### config.mk
export PLATFORM = sky130hd
export DESIGN_NAME = uart_recv_flit_flat
export DESIGN_NICKNAME = d
export VERILOG_FILES = /design/src/rtl/uart_recv_flit_pkg.sv /design/src/rtl/uart_recv_flit_if.sv /design/src/rtl/uart_recv_flit_fifo.sv /design/src/rtl/uart_recv_flit.sv /design/src/flat_wrapper.sv
export SDC_FILE = /design/constraint.sdc
export NUM_CORES = 1
export LEC_CHECK = 0
export ABC_CLOCK_PERIOD_IN_PS = 2100
export CORE_ASPECT_RATIO = 1.75
export CORE_MARGIN = 3
export CORE_UTILIZATION = 40
export CTS_CLUSTER_DIAMETER = 120
export DETAILED_ROUTE_END_ITERATION = 6
export GPL_TIMING_DRIVEN = 0
export PLACE_DENSITY = 0.58
export SLEW_MARGIN = 20
export SYNTH_ARGS = -nofsm -noshare
export SYNTH_HDL_FRONTEND = slang
export SYNTH_HIERARCHICAL = 1
export SYNTH_SLANG_ARGS = --single-unit
### constraint.sdc
create_clock -name sys_clk -period 2.1 [get_ports sys_clk]
set_input_delay 0.42 -clock sys_clk [delete_from_list [all_inputs] [get_ports sys_clk]]
set_output_delay 0.42 -clock sys_clk [all_outputs]
set_load 0.03 [all_outputs]
### src/rtl/uart_recv_flit_pkg.sv
// Shared definitions for the UART flit link: receiver FSM encoding,
// baud/byte-count helpers and the flit width agreed by both link ends.
package uart_flit_pkg;

  localparam int WIDTH = 66;

  typedef enum logic [1:0] {
    IDLE  = 2'd0,
    START = 2'd1,
    DATA  = 2'd2,
    STOP  = 2'd3
  } rx_state_e;

  function automatic int bps_cnt(input int clk_freq, input int uart_bps);
    return clk_freq / uart_bps;
  endfunction

  function automatic int nbytes(input int width);
    return (width + 7) / 8;
  endfunction

endpackage

### src/rtl/uart_recv_flit_if.sv
// Valid/ready flit handshake between the UART receiver and the router injection port.
interface uart_recv_flit_if #(
  parameter int WIDTH = uart_flit_pkg::WIDTH
);
  logic [WIDTH-1:0] flit_dout;
  logic             flit_valid;
  logic             flit_ready;

  modport master (output flit_dout, output flit_valid, input flit_ready);
  modport slave  (input flit_dout, input flit_valid, output flit_ready);
endinterface

### src/rtl/uart_recv_flit_fifo.sv
// First-word-fall-through flit FIFO; a push into a full FIFO is honoured only
// when a pop frees a slot in the same cycle, otherwise it is dropped and flagged.
module flit_rx_fifo #(
  parameter int WIDTH = 66,
  parameter int DEPTH = 8
) (
  input  logic             clk_i,
  input  logic             rst_ni,
  input  logic             push_i,
  input  logic [WIDTH-1:0] din_i,
  input  logic             pop_i,
  output logic [WIDTH-1:0] dout_o,
  output logic             valid_o,
  output logic             full_o,
  output logic             overflow_o
);
  localparam int AW = $clog2(DEPTH);

  logic [WIDTH-1:0] mem_q [DEPTH];
  logic [AW-1:0]    wr_ptr_q, rd_ptr_q;
  logic [AW:0]      count_q;
  logic             ovf_q;
  logic             empty_s, full_s, do_pop_s, do_push_s;

  assign empty_s   = (count_q == '0);
  assign full_s    = (count_q == (AW+1)'(DEPTH));
  assign do_pop_s  = pop_i && !empty_s;
  assign do_push_s = push_i && (!full_s || do_pop_s);

  assign dout_o     = mem_q[rd_ptr_q];
  assign valid_o    = !empty_s;
  assign full_o     = full_s;
  assign overflow_o = ovf_q;

  always_ff @(posedge clk_i or negedge rst_ni) begin
    if (!rst_ni) begin
      for (int i = 0; i < DEPTH; i++) mem_q[i] <= '0;
    end else if (do_push_s) begin
      mem_q[wr_ptr_q] <= din_i;
    end
  end

  always_ff @(posedge clk_i or negedge rst_ni) begin
    if (!rst_ni) begin
      wr_ptr_q <= '0;
      rd_ptr_q <= '0;
      count_q  <= '0;
      ovf_q    <= 1'b0;
    end else begin
      if (do_push_s) wr_ptr_q <= wr_ptr_q + AW'(1);
      if (do_pop_s)  rd_ptr_q <= rd_ptr_q + AW'(1);
      case ({do_push_s, do_pop_s})
        2'b10:   count_q <= count_q + (AW+1)'(1);
        2'b01:   count_q <= count_q - (AW+1)'(1);
        default: count_q <= count_q;
      endcase
      ovf_q <= push_i && full_s && !do_pop_s;
    end
  end

endmodule

### src/rtl/uart_recv_flit.sv
// 8N1 UART receiver that assembles LSB-first bytes into WIDTH-bit flits and
// hands them to the router through a small FWFT FIFO.
module uart_recv_flit #(
  parameter int WIDTH        = uart_flit_pkg::WIDTH,
  parameter int CLK_FREQ     = 50000000,
  parameter int UART_BPS     = 9600,
  parameter int DEPTH        = 8,
  parameter int TIMEOUT_BITS = 20
) (
  input  logic               sys_clk,
  input  logic               sys_rst_n,
  input  logic               uart_rxd,
  uart_recv_flit_if.master   flit_if,
  output logic               fifo_full,
  output logic               frame_err,
  output logic               overflow_err,
  output logic               timeout_err
);
  import uart_flit_pkg::*;

  localparam int BPS_CNT  = bps_cnt(CLK_FREQ, UART_BPS);
  localparam int HALF     = BPS_CNT / 2;
  localparam int NBYTES   = nbytes(WIDTH);
  localparam int LAST_W   = WIDTH - 8 * (NBYTES - 1);
  localparam int TO_LIMIT = TIMEOUT_BITS * BPS_CNT;
  localparam int CW       = $clog2(BPS_CNT);
  localparam int TW       = $clog2(TO_LIMIT + 1);
  localparam int IW       = $clog2(NBYTES + 1);

  rx_state_e        state_q, state_d;
  logic [CW-1:0]    clk_cnt_q, clk_cnt_d;
  logic [2:0]       bit_cnt_q, bit_cnt_d;
  logic [7:0]       byte_sr_q, byte_sr_d;
  logic [WIDTH-1:0] flit_sr_q, flit_sr_d;
  logic [IW-1:0]    byte_idx_q, byte_idx_d;
  logic [TW-1:0]    idle_cnt_q, idle_cnt_d;
  logic             push_q, push_d;
  logic             frame_err_q, frame_err_d;
  logic             timeout_q, timeout_d;
  logic             sync1_q, sync2_q, prev_q;
  logic             fall_s, last_s;

  assign fall_s = prev_q && !sync2_q;
  assign last_s = (byte_idx_q == IW'(NBYTES - 1));

  // Two-flop synchronizer plus one history flop for start-edge detection.
  always_ff @(posedge sys_clk or negedge sys_rst_n) begin
    if (!sys_rst_n) begin
      sync1_q <= 1'b1;
      sync2_q <= 1'b1;
      prev_q  <= 1'b1;
    end else begin
      sync1_q <= uart_rxd;
      sync2_q <= sync1_q;
      prev_q  <= sync2_q;
    end
  end

  always_ff @(posedge sys_clk or negedge sys_rst_n) begin
    if (!sys_rst_n) begin
      state_q     <= IDLE;
      clk_cnt_q   <= '0;
      bit_cnt_q   <= 3'd0;
      byte_sr_q   <= 8'd0;
      flit_sr_q   <= '0;
      byte_idx_q  <= '0;
      idle_cnt_q  <= '0;
      push_q      <= 1'b0;
      frame_err_q <= 1'b0;
      timeout_q   <= 1'b0;
    end else begin
      state_q     <= state_d;
      clk_cnt_q   <= clk_cnt_d;
      bit_cnt_q   <= bit_cnt_d;
      byte_sr_q   <= byte_sr_d;
      flit_sr_q   <= flit_sr_d;
      byte_idx_q  <= byte_idx_d;
      idle_cnt_q  <= idle_cnt_d;
      push_q      <= push_d;
      frame_err_q <= frame_err_d;
      timeout_q   <= timeout_d;
    end
  end

  always_comb begin
    state_d     = state_q;
    clk_cnt_d   = clk_cnt_q;
    bit_cnt_d   = bit_cnt_q;
    byte_sr_d   = byte_sr_q;
    flit_sr_d   = flit_sr_q;
    byte_idx_d  = byte_idx_q;
    idle_cnt_d  = idle_cnt_q;
    push_d      = 1'b0;
    frame_err_d = 1'b0;
    timeout_d   = 1'b0;
    case (state_q)
      IDLE: begin
        clk_cnt_d = '0;
        if (fall_s) begin
          state_d    = START;
          idle_cnt_d = '0;
        end else if (byte_idx_q != '0) begin
          // A stalled host must not leave a half-built flit waiting forever.
          if (idle_cnt_q == TW'(TO_LIMIT - 1)) begin
            byte_idx_d = '0;
            timeout_d  = 1'b1;
            idle_cnt_d = '0;
          end else begin
            idle_cnt_d = idle_cnt_q + TW'(1);
          end
        end else begin
          idle_cnt_d = '0;
        end
      end
      START: begin
        if (clk_cnt_q == CW'(HALF)) begin
          clk_cnt_d = '0;
          if (!sync2_q) begin
            state_d   = DATA;
            bit_cnt_d = 3'd0;
          end else begin
            state_d     = IDLE;
            frame_err_d = 1'b1;
          end
        end else begin
          clk_cnt_d = clk_cnt_q + CW'(1);
        end
      end
      DATA: begin
        if (clk_cnt_q == CW'(BPS_CNT - 1)) begin
          clk_cnt_d            = '0;
          byte_sr_d[bit_cnt_q] = sync2_q;
          if (bit_cnt_q == 3'd7) begin
            state_d = STOP;
          end else begin
            bit_cnt_d = bit_cnt_q + 3'd1;
          end
        end else begin
          clk_cnt_d = clk_cnt_q + CW'(1);
        end
      end
      STOP: begin
        if (clk_cnt_q == CW'(BPS_CNT - 1)) begin
          clk_cnt_d = '0;
          state_d   = IDLE;
          if (sync2_q) begin
            for (int k = 0; k < NBYTES - 1; k++) begin
              flit_sr_d[8*k +: 8] = (byte_idx_q == IW'(k)) ? byte_sr_q : flit_sr_q[8*k +: 8];
            end
            // Final byte only carries WIDTH mod 8 bits; its padding is dropped here.
            flit_sr_d[WIDTH-1 : 8*(NBYTES-1)] = last_s ? byte_sr_q[LAST_W-1:0]
                                                       : flit_sr_q[WIDTH-1 : 8*(NBYTES-1)];
            if (last_s) begin
              push_d     = 1'b1;
              byte_idx_d = '0;
            end else begin
              byte_idx_d = byte_idx_q + IW'(1);
            end
          end else begin
            frame_err_d = 1'b1;
            byte_idx_d  = '0;
          end
        end else begin
          clk_cnt_d = clk_cnt_q + CW'(1);
        end
      end
      default: state_d = IDLE;
    endcase
  end

  flit_rx_fifo #(
    .WIDTH (WIDTH),
    .DEPTH (DEPTH)
  ) u_fifo (
    .clk_i      (sys_clk),
    .rst_ni     (sys_rst_n),
    .push_i     (push_q),
    .din_i      (flit_sr_q),
    .pop_i      (flit_if.flit_ready),
    .dout_o     (flit_if.flit_dout),
    .valid_o    (flit_if.flit_valid),
    .full_o     (fifo_full),
    .overflow_o (overflow_err)
  );

  assign frame_err   = frame_err_q;
  assign timeout_err = timeout_q;

endmodule

### src/flat_wrapper.sv
// flat-port wrapper written by rule: the top's interface ports become plain ports
module uart_recv_flit_flat import uart_flit_pkg::*;
#(
  parameter int WIDTH        = uart_flit_pkg::WIDTH,
  parameter int CLK_FREQ     = 50000000,
  parameter int UART_BPS     = 9600,
  parameter int DEPTH        = 8,
  parameter int TIMEOUT_BITS = 20
)
  (sys_clk, sys_rst_n, uart_rxd, fifo_full, frame_err, overflow_err, timeout_err, flit_if_flit_dout, flit_if_flit_valid, flit_if_flit_ready);
  uart_recv_flit_if #(.WIDTH(WIDTH)) flit_if_i ();
  input  logic sys_clk;
  input  logic sys_rst_n;
  input  logic uart_rxd;
  output logic fifo_full;
  output logic frame_err;
  output logic overflow_err;
  output logic timeout_err;
  output wire logic [$bits(flit_if_i.flit_dout)-1:0] flit_if_flit_dout;
  output wire logic [$bits(flit_if_i.flit_valid)-1:0] flit_if_flit_valid;
  input wire logic [$bits(flit_if_i.flit_ready)-1:0] flit_if_flit_ready;
  assign flit_if_flit_dout = flit_if_i.flit_dout;
  assign flit_if_flit_valid = flit_if_i.flit_valid;
  assign flit_if_i.flit_ready = flit_if_flit_ready;
  uart_recv_flit #(.WIDTH(WIDTH), .CLK_FREQ(CLK_FREQ), .UART_BPS(UART_BPS), .DEPTH(DEPTH), .TIMEOUT_BITS(TIMEOUT_BITS)) u_core (.sys_clk(sys_clk), .sys_rst_n(sys_rst_n), .uart_rxd(uart_rxd), .flit_if(flit_if_i), .fifo_full(fifo_full), .frame_err(frame_err), .overflow_err(overflow_err), .timeout_err(timeout_err));
endmodule
==> results_dict.tcl, run 1 <==
set metrics [dict create \
    netlist_area_um2 29800 \
    grt_pass1_wl_um 112600 \
    placementRows 131 \
    wl_per_cell_um 26.09 \
    p_per_area_nw_per_um2 662.4 \
    htree_levels 2 \
    fin_skew_ns 0.03422 \
    root_buffer "clkbuf_16" \
    finalWeightedCongestion 0.7520 \
    cts_buffer_depth 3 \
    globalRouteMet2Util_pct 34.96 \
    ys_types 62 \
    p_leak_nw 18.86 \
    drtPass1Iterations 5 \
    yosys_warnings 6 \
    holdWs_ns -0.2730 \
    start_util_pct 40.59 \
    max_freq_mhz 329.1 \
    dp_cells 2850 \
    start_kind "flip-flop" \
    met3_usage_pct 2.641 \
    maxCapViolCount 0 \
    grt_start_max_net_pins 103 \
    cts_sinks 658 \
    synth_ff_type "dfrtp_1" \
    insertion_delay_ns 0.65 \
    drcViolationCount 0 \
    arrival_ns 2.62 \
    antenna_found_initial 0 \
    finalHoldViolations 71 \
    setup_ws_ns -0.9386 \
    multi_input_area_um2 13750 \
    vias_per_cell 5.559 \
    endpoint_kind "output port" \
    wl_um 80710 \
    syn_nets 1855 \
    nFillCells 5982 \
    setup-violations-final 432 \
    power.total_w 0.02531 \
    dieHeight_um 367.1 \
    met1_usage_pct 23.34 \
    ant_nets 0 \
    diodes 0 \
    die_x_um 212.3 \
    tns_ns -76.14 \
    syn_to_final_growth_pct 28.19 \
    synth-edff-count 0 \
    min_period_ns 3.039 \
    grt-ovfl-total 0 \
    grt_pass1_vias 18480 \
    fin_crit_sh_pct 144.7 \
    hp-class "input port to async pin" \
    die-area_um2 77950 \
    ys_ff_latch 658 \
    finalNonFillerCells 3094 \
    top_usage_layer "met2" \
    hpwl_um 45840 \
    design.portCount 75 \
    drive_above_1_share_pct 58.39 \
    vias 17200 \
    cts_buffers 61 \
    worstMarginPinSlew_ns 1.113 \
    slew_viol_final 0 \
    layout_commonest_cell "dfrtp_1" \
    placed_cell_area_um2 32050 \
    max_slew_margin_pct 25.83 \
    drtIter0Drc 957 \
    postSynthCellCount 1837 \
    grt_setup_unrepaired "true" \
    mostFrequentLayoutCells "648 x dfrtp_1, 355 x mux2_2, 305 x mux2_4" \
    final_nets 2132 \
    worstSetupPathType "flip-flop to output port" \
    cts_tree "built" \
    port_buffers 74 \
    grt_use_total_pct 18.96 \
    violations "negative hold slack, negative setup slack" \
    syn_avg_cell_area_um2 16.22 \
    post-place-ws_ns -1.479 \
    cp_max_fo 5 \
    ff_latch_area_um2 16480 \
    clkSlewWorstSetupHoldPaths_ns 0.07 \
    ys_seq_area_share_pct 55.26 \
    outcome "complete, but fails checks" \
    ir_worst_vdd_v 0.0005889 \
    async_flop_share_pct 100.0 \
    required_ns 1.68 \
    core-area_um2 73430 \
    final_area_um2 38210 \
]
registers in the layout (all words and copies together) (netlist names), named ones only:
register and cells:
u_core/idle_cnt_q 17, u_core/byte_sr_q 8, u_core/frame_err 1, u_core/sync1_q 1, u_core/flit_sr_q 66, u_core/clk_cnt_q 13
u_core/u_fifo/wr_ptr_q 3, u_core/u_fifo/count_q 4, u_core/u_fifo/rd_ptr_q 3, u_core/push_q 1, u_core/u_fifo/overflow_o 1, u_core/state_q 1
u_core/byte_idx_q 4, u_core/prev_q 1, u_core/bit_cnt_q 3, u_core/sync2_q 1, u_core/timeout_err 1, u_core/u_fifo/mem_q 528
metal layers:
layer | share of wire, % | wire length (um) | vias to the layer above
met3 | 3.2 | 2571 | 105
li1 | - | - | 7428
met5 | 0 | 0 | -
met4 | 3.0 | 2398 | 0
met1 | 40 | 32280 | 9367
met2 | 54 | 43460 | 300
path summary, 6_finish.rpt:
check	startpoint	to	slack (ns)	depth (start not counted)
setup / recovery	u_core/u_fifo/rd_ptr_q[0]	flit_if_flit_dout[2]	-0.94	7
max in group asynchronous	sys_rst_n	u_core/u_fifo/mem_q[355]	0.56	4
min in group sys_clk	uart_rxd	u_core/sync1_q	0.19	1
hold / removal	sys_rst_n	u_core/clk_cnt_q[10]	-0.27	1
setup reg to reg	u_core/u_fifo/count_q[2]	u_core/u_fifo/count_q[2]	-0.16	12
hold reg to reg	u_core/sync1_q	u_core/sync2_q	0.36	0
cells by family (layout without fill, tap and decap cells):
kind of cell | after synthesis | in the layout | share of synthesized area, %
AOI/OAI and AO/OA | 45 | 45 | 1.008
xor gates and xnor gates | 24 | 24 | 0.7053
adders and majority gates | 14 | 14 | 0.5877
buffers and inverters | 123 | 449 | 2.632
DFF | 658 | 658 | 55.26
muxes | 807 | 807 | 36.38
and+or+nand+nor | 166 | 166 | 3.434
synthesized netlist by cell type (4+ instances only):
| master | count | area share, % |
|---|---|---|
| buf_6 | 28 | 1.1 |
| mux2_1 | 21 | 0.79 |
| or4_1 | 5 | 0.13 |
| nand3_2 | 4 | 0.13 |
| nor2_1 | 25 | 0.31 |
| mux2_4 | 72 | 3.6 |
| nand4_2 | 7 | 0.29 |
| nor3_1 | 12 | 0.20 |
| clkbuf_1 | 27 | 0.34 |
| buf_2 | 30 | 0.50 |
| a21oi_1 | 11 | 0.18 |
| mux4_2 | 132 | 10 |
| o21ai_0 | 11 | 0.18 |
| nand2_1 | 19 | 0.24 |
| nor2b_1 | 8 | 0.17 |
| dfrtp_1 | 655 | 55 |
| xnor2_1 | 12 | 0.35 |
| ha_1 | 14 | 0.59 |
| buf_1 | 7 | 0.088 |
| or3_1 | 6 | 0.13 |
| inv_1 | 11 | 0.14 |
| nand4_1 | 13 | 0.27 |
| and3_1 | 9 | 0.19 |
| buf_4 | 20 | 0.50 |
| nand2b_1 | 5 | 0.10 |
| mux2_2 | 580 | 22 |
| nor3b_1 | 4 | 0.10 |
| and2_1 | 4 | 0.084 |
| nand3_1 | 23 | 0.39 |
| xor2_1 | 12 | 0.35 |
final cells by class:
class / count / share of cell area, %
Buffer: 110 / 3.956
Clock buffer: 91 / 4.820
Clock inverter: 21 / 0.7892
Inverter: 11 / 0.1081
Multi-Input combinational cell: 1056 / 36.00
Sequential cell: 658 / 43.13
Tap cell: 931 / 3.049
Timing Repair Buffer: 216 / 8.151
worst max-delay path: stages, from the launching register on:
cell and delay (ns):
dfrtp_1 0.39, buf_8 0.15, buf_12 0.14, clkbuf_16 0.19
buf_12 0.14, mux4_2 0.50, mux2_4 0.31, buf_6 0.15
repair_timing:
item,CTS,global route
setup endpoints to repair,708,505
gates resized for setup,666,346
gates cloned,9,43
pin swaps,18,13
hold endpoints to repair,71,71
buffers inserted,43,43
per-stage QoR:
stage / utilization [%] / hold WS, ns
2_1_floorplan: - / 0.1244
3_3_place_gp: 43.37 / 0.3495
4_1_cts: 48.53 / -0.2625
3_5_place_dp: 43.65 / 0.3468
5_1_grt: 52.03 / -0.2378
6_report: 52.03 / -0.2730
power breakdown:
group | internal [W] | switching, W | total (W)
Sequential | 0.0127 | 0.0000932 | 0.0128
Clock | 0.00691 | 0.00495 | 0.0119
Combinational | 0.000229 | 0.000406 | 0.000635
Total | 0.0199 | 0.00545 | 0.0253
No activity file was read; power rests on OpenSTA's default activity.
==> inputs of run 2 (changes only) <==
Settings changed: HOLD_SLACK_MARGIN from default to 0.12.
==> results of run 2 <==
Same layout as run 1: the final DEF is identical, and so are final timing and power.
==> inputs of run 3 (changes only) <==
Settings changed: SLEW_MARGIN 20 to 5.
==> results_dict.tcl, run 3 (synthesis results as in run 1) <==
set metrics [dict create \
    outcome "complete, but fails checks" \
    violations "negative hold slack, negative setup slack" \
    wl_um 76950 \
    cp_max_fo 5 \
    clkSlewWorstSetupHoldPaths_ns 0.06 \
    wl_per_cell_um 25.00 \
    syn_to_final_growth_pct 24.49 \
    die-area_um2 77950 \
    drcViolationCount 0 \
    worstMarginPinSlew_ns 1.217 \
    insertion_delay_ns 0.62 \
    min_period_ns 2.980 \
    vias 16880 \
    holdWs_ns -0.2673 \
    max_slew_margin_pct 18.85 \
    slew_viol_final 0 \
    drtIter0Drc 810 \
    fin_skew_ns 0.02115 \
    finalHoldViolations 95 \
    final_nets 2115 \
    ir_worst_vdd_v 0.0005656 \
    arrival_ns 2.56 \
    port_buffers 74 \
    maxCapViolCount 0 \
    cts_tree "built" \
    grt_pass1_vias 18790 \
    cts_sinks 658 \
    core-area_um2 73430 \
    cts_buffers 67 \
    p_per_area_nw_per_um2 693.3 \
    placementRows 131 \
    grt_use_total_pct 19.39 \
    grt-ovfl-total 0 \
    die_x_um 212.3 \
    htree_levels 3 \
    fin_crit_sh_pct 141.9 \
    vias_per_cell 5.484 \
    finalWeightedCongestion 0.7520 \
    max_freq_mhz 335.6 \
    layout_commonest_cell "dfrtp_1" \
    start_kind "flip-flop" \
    root_buffer "clkbuf_16" \
    largestRegisters "u_core/u_fifo/mem_q x528, u_core/flit_sr_q x66, u_core/idle_cnt_q x17" \
    antenna_found_initial 1 \
    required_ns 1.68 \
    mostFrequentLayoutCells "647 x dfrtp_1, 492 x mux2_2, 170 x mux2_4" \
    nFillCells 6128 \
    ant_nets 0 \
    hpwl_um 45390 \
    drtPass1Iterations 5 \
    top_register "u_core/u_fifo/mem_q" \
    setup-violations-final 190 \
    worstSetupPathType "flip-flop to output port" \
    cts_buffer_depth 3 \
    dp_cells 2847 \
    ff_latch_area_um2 16480 \
    multi_input_area_um2 13330 \
    grt_start_max_net_pins 123 \
    setup_ws_ns -0.8797 \
    hp-class "input port to async pin" \
    drive_above_1_share_pct 59.18 \
    grt_pass1_wl_um 114700 \
    dieHeight_um 367.1 \
    endpoint_kind "output port" \
    grt_setup_unrepaired "true" \
    finalNonFillerCells 3078 \
    p_leak_nw 18.08 \
    largest_register_ffs 528 \
    start_util_pct 40.59 \
    design.portCount 75 \
    power.total_w 0.02572 \
]
## run 3: final timing paths
path                                           start                  endpoint  slack [ns]  depth (start not counted)
min                                        sys_rst_n      u_core/clk_cnt_q[10]       -0.27                          1
max in group asynchronous                  sys_rst_n  u_core/u_fifo/mem_q[282]        0.49                          4
min in group sys_clk                        uart_rxd            u_core/sync1_q        0.23                          1
max reg2reg                      u_core/clk_cnt_q[7]      u_core/flit_sr_q[64]       -0.17                          6
max                        u_core/u_fifo/rd_ptr_q[0]     flit_if_flit_dout[64]       -0.88                          6
min reg2reg                           u_core/sync1_q            u_core/sync2_q        0.36                          0
## run 3: routing by layer
layer / global-route usage [%] / wire length, um
met1: 23.81 / 31050
met2: 34.69 / 41220
met3: 2.512 / 2198
met4: 7.171 / 2483
met5: 0 / 0
## run 3: per-stage QoR
| step | hold slack (ns) | utilization [%] | setup TNS [ns] | setup slack [ns] | area [um^2] |
|---|---|---|---|---|---|
| 2_1_floorplan | 0.1244 | - | -2.323 | -0.04822 | 29940 |
| 3_3_place_gp | 0.3495 | 43.37 | - | -29.60 | 31840 |
| 3_5_place_dp | 0.3468 | 43.56 | -441.58 | -1.474 | 31990 |
| 4_1_cts | -0.1520 | 48.95 | -83.60 | -0.9474 | 35940 |
| 5_1_grt | -0.2268 | 50.53 | -76.06 | -0.9301 | 37100 |
| 6_report | -0.2673 | 50.53 | -61.79 | -0.8797 | 37100 |
## run 3: area by class of cell
class	count	share of cell area (%)
multi-input combinational	1056	35.92
clock inverter	24	0.7250
timing repair buffer	198	6.748
sequential	658	44.42
inverter	11	0.1113
clock buffer	94	5.331
antenna	1	0.006744
tap	931	3.140
buffer	105	3.598
## run 3: timing repair
action	in CTS	in global routing
setup endpoints to repair	690	772
buffers inserted	56	38
gates cloned	12	19
endpoints found under the hold margin	95	95
pin swaps	14	24
resized for setup	699	134
## run 3: where the power goes
part           total, W  internal, W  switching [W]
sequential       0.0128       0.0127      0.0000876
combinational  0.000696     0.000254       0.000442
clock            0.0122      0.00710        0.00511
total            0.0257       0.0201        0.00564
## run 3: critical path, cell delays in order, from the launching register on
cell and delay [ns]:
dfrtp_2 0.42, clkbuf_16 0.19, buf_16 0.17, clkbuf_16 0.18
mux4_2 0.50, mux2_4 0.32, buf_6 0.15
